File: config.mk
export PLATFORM = sky130hd
export DESIGN_NAME = rst_sequencer
export DESIGN_NICKNAME = d
export VERILOG_FILES = /design/src/rtl/rst_seq_pkg.sv /design/src/rtl/rst_sequencer.sv
export SDC_FILE = /design/constraint.sdc
export NUM_CORES = 1
export LEC_CHECK = 0
export CORE_MARGIN = 4
export CORE_UTILIZATION = 55
export CTS_BUF_LIST = sky130_fd_sc_hd__clkbuf_4 sky130_fd_sc_hd__clkbuf_8
export CTS_CLUSTER_SIZE = 28
export DETAILED_ROUTE_END_ITERATION = 10
export GPL_TIMING_DRIVEN = 0
export PLACE_DENSITY = 0.78
export SLEW_MARGIN = 20
export SYNTH_ARGS = -nofsm -noshare
export SYNTH_HDL_FRONTEND = slang
export SYNTH_SLANG_ARGS = --single-unit
export TNS_END_PERCENT = 20
File: constraint.sdc
create_clock -name clk -period 3.1 [get_ports clk]
set_input_delay 0.31 -clock clk [delete_from_list [all_inputs] [get_ports clk]]
set_output_delay 0.31 -clock clk [all_outputs]
set_load 0.01 [all_outputs]
File: src/rtl/rst_seq_pkg.sv
// Shared types for the reset sequencer.
//   rst_seq_state_t : sequencer FSM states
//     HOLD - all domain resets asserted, counting the hold time
//     REL  - releasing domain resets in ascending order
//     RUN  - all domains released, accepting software reset requests
//     ASRT - re-asserting domain resets in descending order
package rst_seq_pkg;

  typedef enum logic [1:0] {
    HOLD = 2'd0,
    REL  = 2'd1,
    RUN  = 2'd2,
    ASRT = 2'd3
  } rst_seq_state_t;

endpackage

File: src/rtl/rst_sequencer.sv
// Ordered reset sequencer. Takes an already-synchronized reset and drives NUM_DOM
// downstream resets: released in ascending order after a hold period, re-asserted in
// descending order on a software/watchdog request accepted while running.
// Ports:
//   clk         : single clock
//   rst_sync_n  : synchronous active-low reset (priority over everything)
//   sw_rst_req  : level request for a full re-sequence, sampled only in RUN
//   sw_rst_ack  : one-cycle pulse when a request is accepted
//   dom_rst_n   : registered active-low per-domain resets
//   seq_done    : high while every domain is released (RUN)
module rst_sequencer
  import rst_seq_pkg::*;
#(
  parameter int unsigned NUM_DOM     = 4,
  parameter int unsigned HOLD_CYC    = 16,
  parameter int unsigned STAGGER_CYC = 8
) (
  input  logic               clk,
  input  logic               rst_sync_n,
  input  logic               sw_rst_req,
  output logic               sw_rst_ack,
  output logic [NUM_DOM-1:0] dom_rst_n,
  output logic               seq_done
);

  localparam int unsigned CntMax = (HOLD_CYC > STAGGER_CYC) ? HOLD_CYC : STAGGER_CYC;
  localparam int unsigned CNT_W  = (CntMax > 1) ? $clog2(CntMax) : 1;
  localparam int unsigned IDX_W  = (NUM_DOM > 1) ? $clog2(NUM_DOM) : 1;

  localparam logic [CNT_W-1:0] HoldLast = CNT_W'(HOLD_CYC - 1);
  localparam logic [CNT_W-1:0] StagLast = CNT_W'(STAGGER_CYC - 1);
  localparam logic [IDX_W-1:0] IdxLast  = IDX_W'(NUM_DOM - 1);

  rst_seq_state_t     state_q, state_d;
  logic [CNT_W-1:0]   cnt_q, cnt_d;
  logic [IDX_W-1:0]   idx_q, idx_d;
  logic [NUM_DOM-1:0] dom_q, dom_d;
  logic               done_q, done_d;
  logic               ack_q, ack_d;

  always_comb begin
    state_d = state_q;
    cnt_d   = cnt_q;
    idx_d   = idx_q;
    dom_d   = dom_q;
    done_d  = done_q;
    ack_d   = 1'b0;

    unique case (state_q)
      HOLD: begin
        if (cnt_q == HoldLast) begin
          state_d = REL;
          cnt_d   = '0;
          idx_d   = '0;
        end else begin
          cnt_d = cnt_q + 1'b1;
        end
      end

      REL: begin
        // Release happens on the first cycle of each stagger slot.
        if (cnt_q == '0) begin
          for (int i = 0; i < int'(NUM_DOM); i++) begin
            if (idx_q == IDX_W'(i)) dom_d[i] = 1'b1;
          end
        end
        if (cnt_q == StagLast) begin
          cnt_d = '0;
          if (idx_q == IdxLast) begin
            state_d = RUN;
            done_d  = 1'b1;
          end else begin
            idx_d = idx_q + 1'b1;
          end
        end else begin
          cnt_d = cnt_q + 1'b1;
        end
      end

      RUN: begin
        if (sw_rst_req) begin
          ack_d   = 1'b1;
          done_d  = 1'b0;
          state_d = ASRT;
          idx_d   = IdxLast;
          cnt_d   = '0;
        end
      end

      ASRT: begin
        if (cnt_q == '0) begin
          for (int i = 0; i < int'(NUM_DOM); i++) begin
            if (idx_q == IDX_W'(i)) dom_d[i] = 1'b0;
          end
        end
        if (cnt_q == StagLast) begin
          cnt_d = '0;
          if (idx_q == '0) begin
            state_d = HOLD;
          end else begin
            idx_d = idx_q - 1'b1;
          end
        end else begin
          cnt_d = cnt_q + 1'b1;
        end
      end

      default: begin
        state_d = HOLD;
        cnt_d   = '0;
        idx_d   = '0;
        dom_d   = '0;
        done_d  = 1'b0;
      end
    endcase
  end

  always_ff @(posedge clk) begin
    if (!rst_sync_n) begin
      state_q <= HOLD;
      cnt_q   <= '0;
      idx_q   <= '0;
      dom_q   <= '0;
      done_q  <= 1'b0;
      ack_q   <= 1'b0;
    end else begin
      state_q <= state_d;
      cnt_q   <= cnt_d;
      idx_q   <= idx_d;
      dom_q   <= dom_d;
      done_q  <= done_d;
      ack_q   <= ack_d;
    end
  end

  assign dom_rst_n  = dom_q;
  assign seq_done   = done_q;
  assign sw_rst_ack = ack_q;

endmodule

* Word level (Yosys, flattened, before mapping)
Index checks and enable logic that the tools add are counted.
** Storage, ports and cells
- Flip-flop bits (word level) :: 14
- Bits of input ports :: 3
- Logic and storage cells :: 82
** Cells by class
- Add/sub/neg operators :: 3
- Equal/unequal tests :: 24
- Mux-type cells :: 32
- Reduce and logical (&&, ||, !) cells :: 14
** Operator list (number)
- != test 2 bit, second input constant :: 16
- two-way mux 2 bit :: 11
- two-way mux 4 bit :: 5
- AND reduction 5 bit :: 4
- case mux 2 bit (4 select lines) :: 2
- case mux 4 bit (3 select lines) :: 1
- AND reduction 6 bit :: 2
- two-way mux 1 bit :: 11
- equality test 2 bit, second input constant :: 4
- case mux 4 bit (2 select lines) :: 1
- adder 4 x 1 -> 4 bit, second input constant :: 1
- equality test 2 x 1 -> 1 bit, second input constant :: 2
- equality test 4 x 3 -> 1 bit, second input constant :: 1
- equality test 4 bit, second input constant :: 1
- zero test 2 bit :: 2
- zero test 4 bit :: 1
- AND reduction 4 bit :: 1
- nonzero test 2 bit :: 2
- adder 2 x 1 -> 2 bit, second input constant :: 1
- case mux 1 bit (2 select lines) :: 1
- AND reduction 2 bit :: 1
- OR reduction 2 bit :: 1
- subtractor 2 x 1 -> 2 bit, second input constant :: 1

* Depth between registers and ports, before layout
- Word-level depth :: 4
- Mapped depth :: 6

* Worst setup path before layout
Ideal clock, no wire load.
- Path kind :: reg2reg
- From :: reg state_q[1]
- To :: reg idx_q[1]
- Library setup time :: 0.096 ns
- Arrival :: 1.694 ns
- Data required time :: 3.004 ns
- Slack :: 1.310 ns
- Cell stages (with the launch flop) :: 7
- Buffers on the path :: 0
- Clock period less this slack :: 1.790 ns
- Cells stage by stage :: dfxtp_1 -> inv_1 -> ha_1 -> or2_1 -> a221oi_2 -> nand2_1 -> o41ai_2
** On the way
- Word-level cells in the longest chain between the ends :: 3
- Elaborated cells on any way between the ends :: 12
- Those cells by class :: eq/ne (9); mux (1); reduce/logical (2)
** Ends and longest elaborated chain
- from (decl) :: line rst_sequencer.sv:34 : rst_seq_state_t state_q, state_d;
- from (signal assigned) :: line rst_sequencer.sv:127 : state_q <= state_d;
- equality test 2 bit, or another cell as far along :: line rst_sequencer.sv:49 : unique case (state_q)
- != test 2 bit (no line)
- AND reduction 6 bit (no line)
- to (signal assigned) :: line rst_sequencer.sv:129 : idx_q <= idx_d;
- to (decl) :: line rst_sequencer.sv:36 : logic [IDX_W-1:0] idx_q, idx_d;
Several ways; a longest one is shown, not always the timed one.
A chain may end at the register's enable or synchronous reset.

* Final worst setup path
Same ends and word-level chain as after synthesis.

==> impl_metrics.env <==
export IMPL_max_freq_mhz=476.3
export IMPL_clkPwrFrac=0.221
export IMPL_postRouteAntennaNets=0
export IMPL_hold_violations=0
export IMPL_overflow=0
export IMPL_ys_types=35
export IMPL_cp_required_ps=3290
export IMPL_tns_ps=0
export IMPL_wire_per_inst_um=14.41
export IMPL_worst_pin_slew_ps=522.1
export IMPL_synth_area_per_cell_sq_um=8.942
export IMPL_boundaryPins=9
export IMPL_cap_viol_max_count=0
export IMPL_dp_hpwl_um=1472
export IMPL_crit_fanout=6
export IMPL_clk_latency_ps=280
export IMPL_cts_resized=0
export IMPL_fillers=145
export IMPL_ys_flop_type="dfxtp_1"
export IMPL_ir_drop_mv=0.2993
export IMPL_synthCells=102
export IMPL_clock_path_buffers=2
export IMPL_fin_nets=132
export IMPL_critical_path_slowest_cell="dfxtp_1"
export IMPL_synth_top_cell_by_area="dfxtp_1"
export IMPL_hold_path_class="register to register"
export IMPL_clock_sinks=14
export IMPL_finalSetupViolations=0
export IMPL_grt_pass1_vias=836
export IMPL_clk_pin_slew_ps=90
export IMPL_worstSetupPathType="register to register"
export IMPL_critPathArrivalTime_ps=2290
export IMPL_critPathCaptureType="register"
export IMPL_die_h_um=48.73
export IMPL_drc=0
export IMPL_dieArea_sq_um=2374
export IMPL_fin_crit_ps=2100
export IMPL_synth_edf_count=0
export IMPL_ff2ff_setup_slack_ps=1000
export IMPL_combPwrFrac=0.379
export IMPL_critPathMaxStageDelay_ps=430
export IMPL_synth_area_sq_um=912.1
export IMPL_slew_headroom=0.6520
export IMPL_synthArstFlopShare=0
export IMPL_seq_area_frac_synth=0.3073
export IMPL_powerDensity_nw_per_um2=580.1
export IMPL_grt_start_max_net_pins=11
export IMPL_drt_iter0_drc=10
export IMPL_finalCritPeriodShare=0.6773
export IMPL_synth_area_leaders="dfxtp_1 (31%), ha_1 (19%), inv_1 (3.7%)"
export IMPL_antenna_cells=0
export IMPL_rsz0062_at_grt="false"
export IMPL_grt_pass1_wl_um=3463
export IMPL_clock_root_buffer="clkbuf_4"
export IMPL_syn_to_final_growth_pct=14.95
export IMPL_synth_nets=119
export IMPL_crit_buf_inv=1
export IMPL_status="complete, no violations"
export IMPL_ys_seq_elements=14
export IMPL_cts_htree_levels=1
export IMPL_fin_skew_ps=4.644
export IMPL_p_sw_w=0.0002287
export IMPL_place_congestion=0.8252
export IMPL_row_count=14
export IMPL_core_area_sq_um=1541
export IMPL_cp_cell_sequence="inv_1 -> ha_1 -> or2_1 -> a221oi_2 -> nand2_1 -> o41ai_2"
export IMPL_cts_buffers=3
export IMPL_cp_start_kind="register"
export IMPL_port_buffers=8
export IMPL_final_max_slew_viol_count=0
export IMPL_yosysTopAreaCellShare=0.3073
export IMPL_cts_tree="yes"
export IMPL_leakagePower_nw=0.4304
export IMPL_seqPwrFrac=0.399
export IMPL_cts_hold_buffers_added=0
export IMPL_drive_gt1_frac=0.07018
export IMPL_die_x_um=48.73
export IMPL_first_pass_iters=4
export IMPL_yosys_warnings=0
export IMPL_antenna_found_initial=0
export IMPL_wirelength_um=1873
export IMPL_dr_total_vias=797
export IMPL_start_util=0.5917
export IMPL_p_int_w=0.0003796
export IMPL_via_per_inst=6.131
export IMPL_cp_top_family="compound AO/OA/AOI/OAI gates"
export IMPL_power_total_w=0.0006083
export IMPL_post_cts_buffers=0
export IMPL_grtUsageTotal=0.1767
export IMPL_swShare=0.3759
worst paths after layout:
path,end,cells after the start,from
max,idx_q[1],6,state_q[1]
max reg2reg,idx_q[1],6,state_q[1]
min reg2reg,cnt_q[1],2,cnt_q[1]
min,cnt_q[1],2,cnt_q[1]
cells in the mapped netlist (all sizes together), types with 2 or more instances:
cell type  instances
dfxtp             14
a21oi              6
nor2b              4
ha                14
nand4              2
nand3              4
nand2              6
nor3               3
o211a              2
clkbuf             2
inv                9
a31oi              4
o21ai              4
a211oi             3
nor2               5
area by class of cell:
class | count | area [sq um] | share of cell area
plain buffers | 2 | 7.507 | 0.007160
clock buffers | 4 | 36.28 | 0.03461
inverters | 9 | 33.78 | 0.03222
multi-input cells | 77 | 590.6 | 0.5632
flip-flops and latches | 14 | 280.3 | 0.2673
well taps | 16 | 20.02 | 0.01909
repair buffers | 8 | 80.08 | 0.07637
cell usage in the layout, fill, tap and decap left out, drive strengths merged, types with 2 or more instances in the layout:
master / instances
a211oi: 3
a21oi: 6
a31oi: 4
clkbuf: 6
clkdlybuf4s50: 8
dfxtp: 14
ha: 14
inv: 9
nand2: 6
nand3: 4
nand4: 2
nor2: 5
nor2b: 4
nor3: 3
o211a: 2
o21ai: 4
tightest hold or removal path: stages (launching register included):
cell and delay (ps):
dfxtp_1 350, nand2_1 60, a21oi_1 50
power by group through the flow:
stage | clock [W] | combinational [W] | sequential, W
after floorplan | 0 | 0.000169 | 0.000242
after global placement | 0 | 0.000223 | 0.000243
after detailed placement | 0 | 0.000232 | 0.000247
after CTS | 0.000136 | 0.000233 | 0.000243
after global routing | 0.000148 | 0.000260 | 0.000248
final | 0.000135 | 0.000231 | 0.000243
flip-flops by register name (all words and copies together), names as in the netlist:
| signal | cells |
|---|---|
| sw_rst_ack | 1 |
| cnt_q | 4 |
| state_q | 2 |
| idx_q | 2 |
| seq_done | 1 |
| dom_rst_n | 4 |
through the flow:
step                setup WS, ps  instances  hold slack, ps  utilization  area, sq um
finish                      1000        130           500.7       0.6802         1049
floorplan                   1310        102           461.3            -        912.1
global route               824.5        130           537.4       0.6802         1049
CTS                         1006        130           503.2       0.6802         1049
global placement            1076        126           472.7       0.6567         1012
detailed placement          1052        126           490.4       0.6567         1012
layer usage:
layer / global-route usage / vias up / part of all wire
li1: - / 394 / -
met1: 0.2041 / 372 / 0.43
met2: 0.2935 / 23 / 0.49
met3: 0.03988 / 8 / 0.038
met4: 0.1031 / 0 / 0.033
met5: 0 / - / 0
cell families (layout without fill, tap and decap cells):
logic type      count (synthesis)  count (layout)  share of synthesized area
fa+ha+maj                      14              14                     0.1920
compound gates                 29              29                     0.2497
mux                             1               1                    0.01097
xor+xnor                        1               1                   0.009604
buf+inv                        11              23                    0.04527
flops                          14              14                     0.3073
simple gates                   32              32                     0.1852
(Power assumes the default switching activity.)
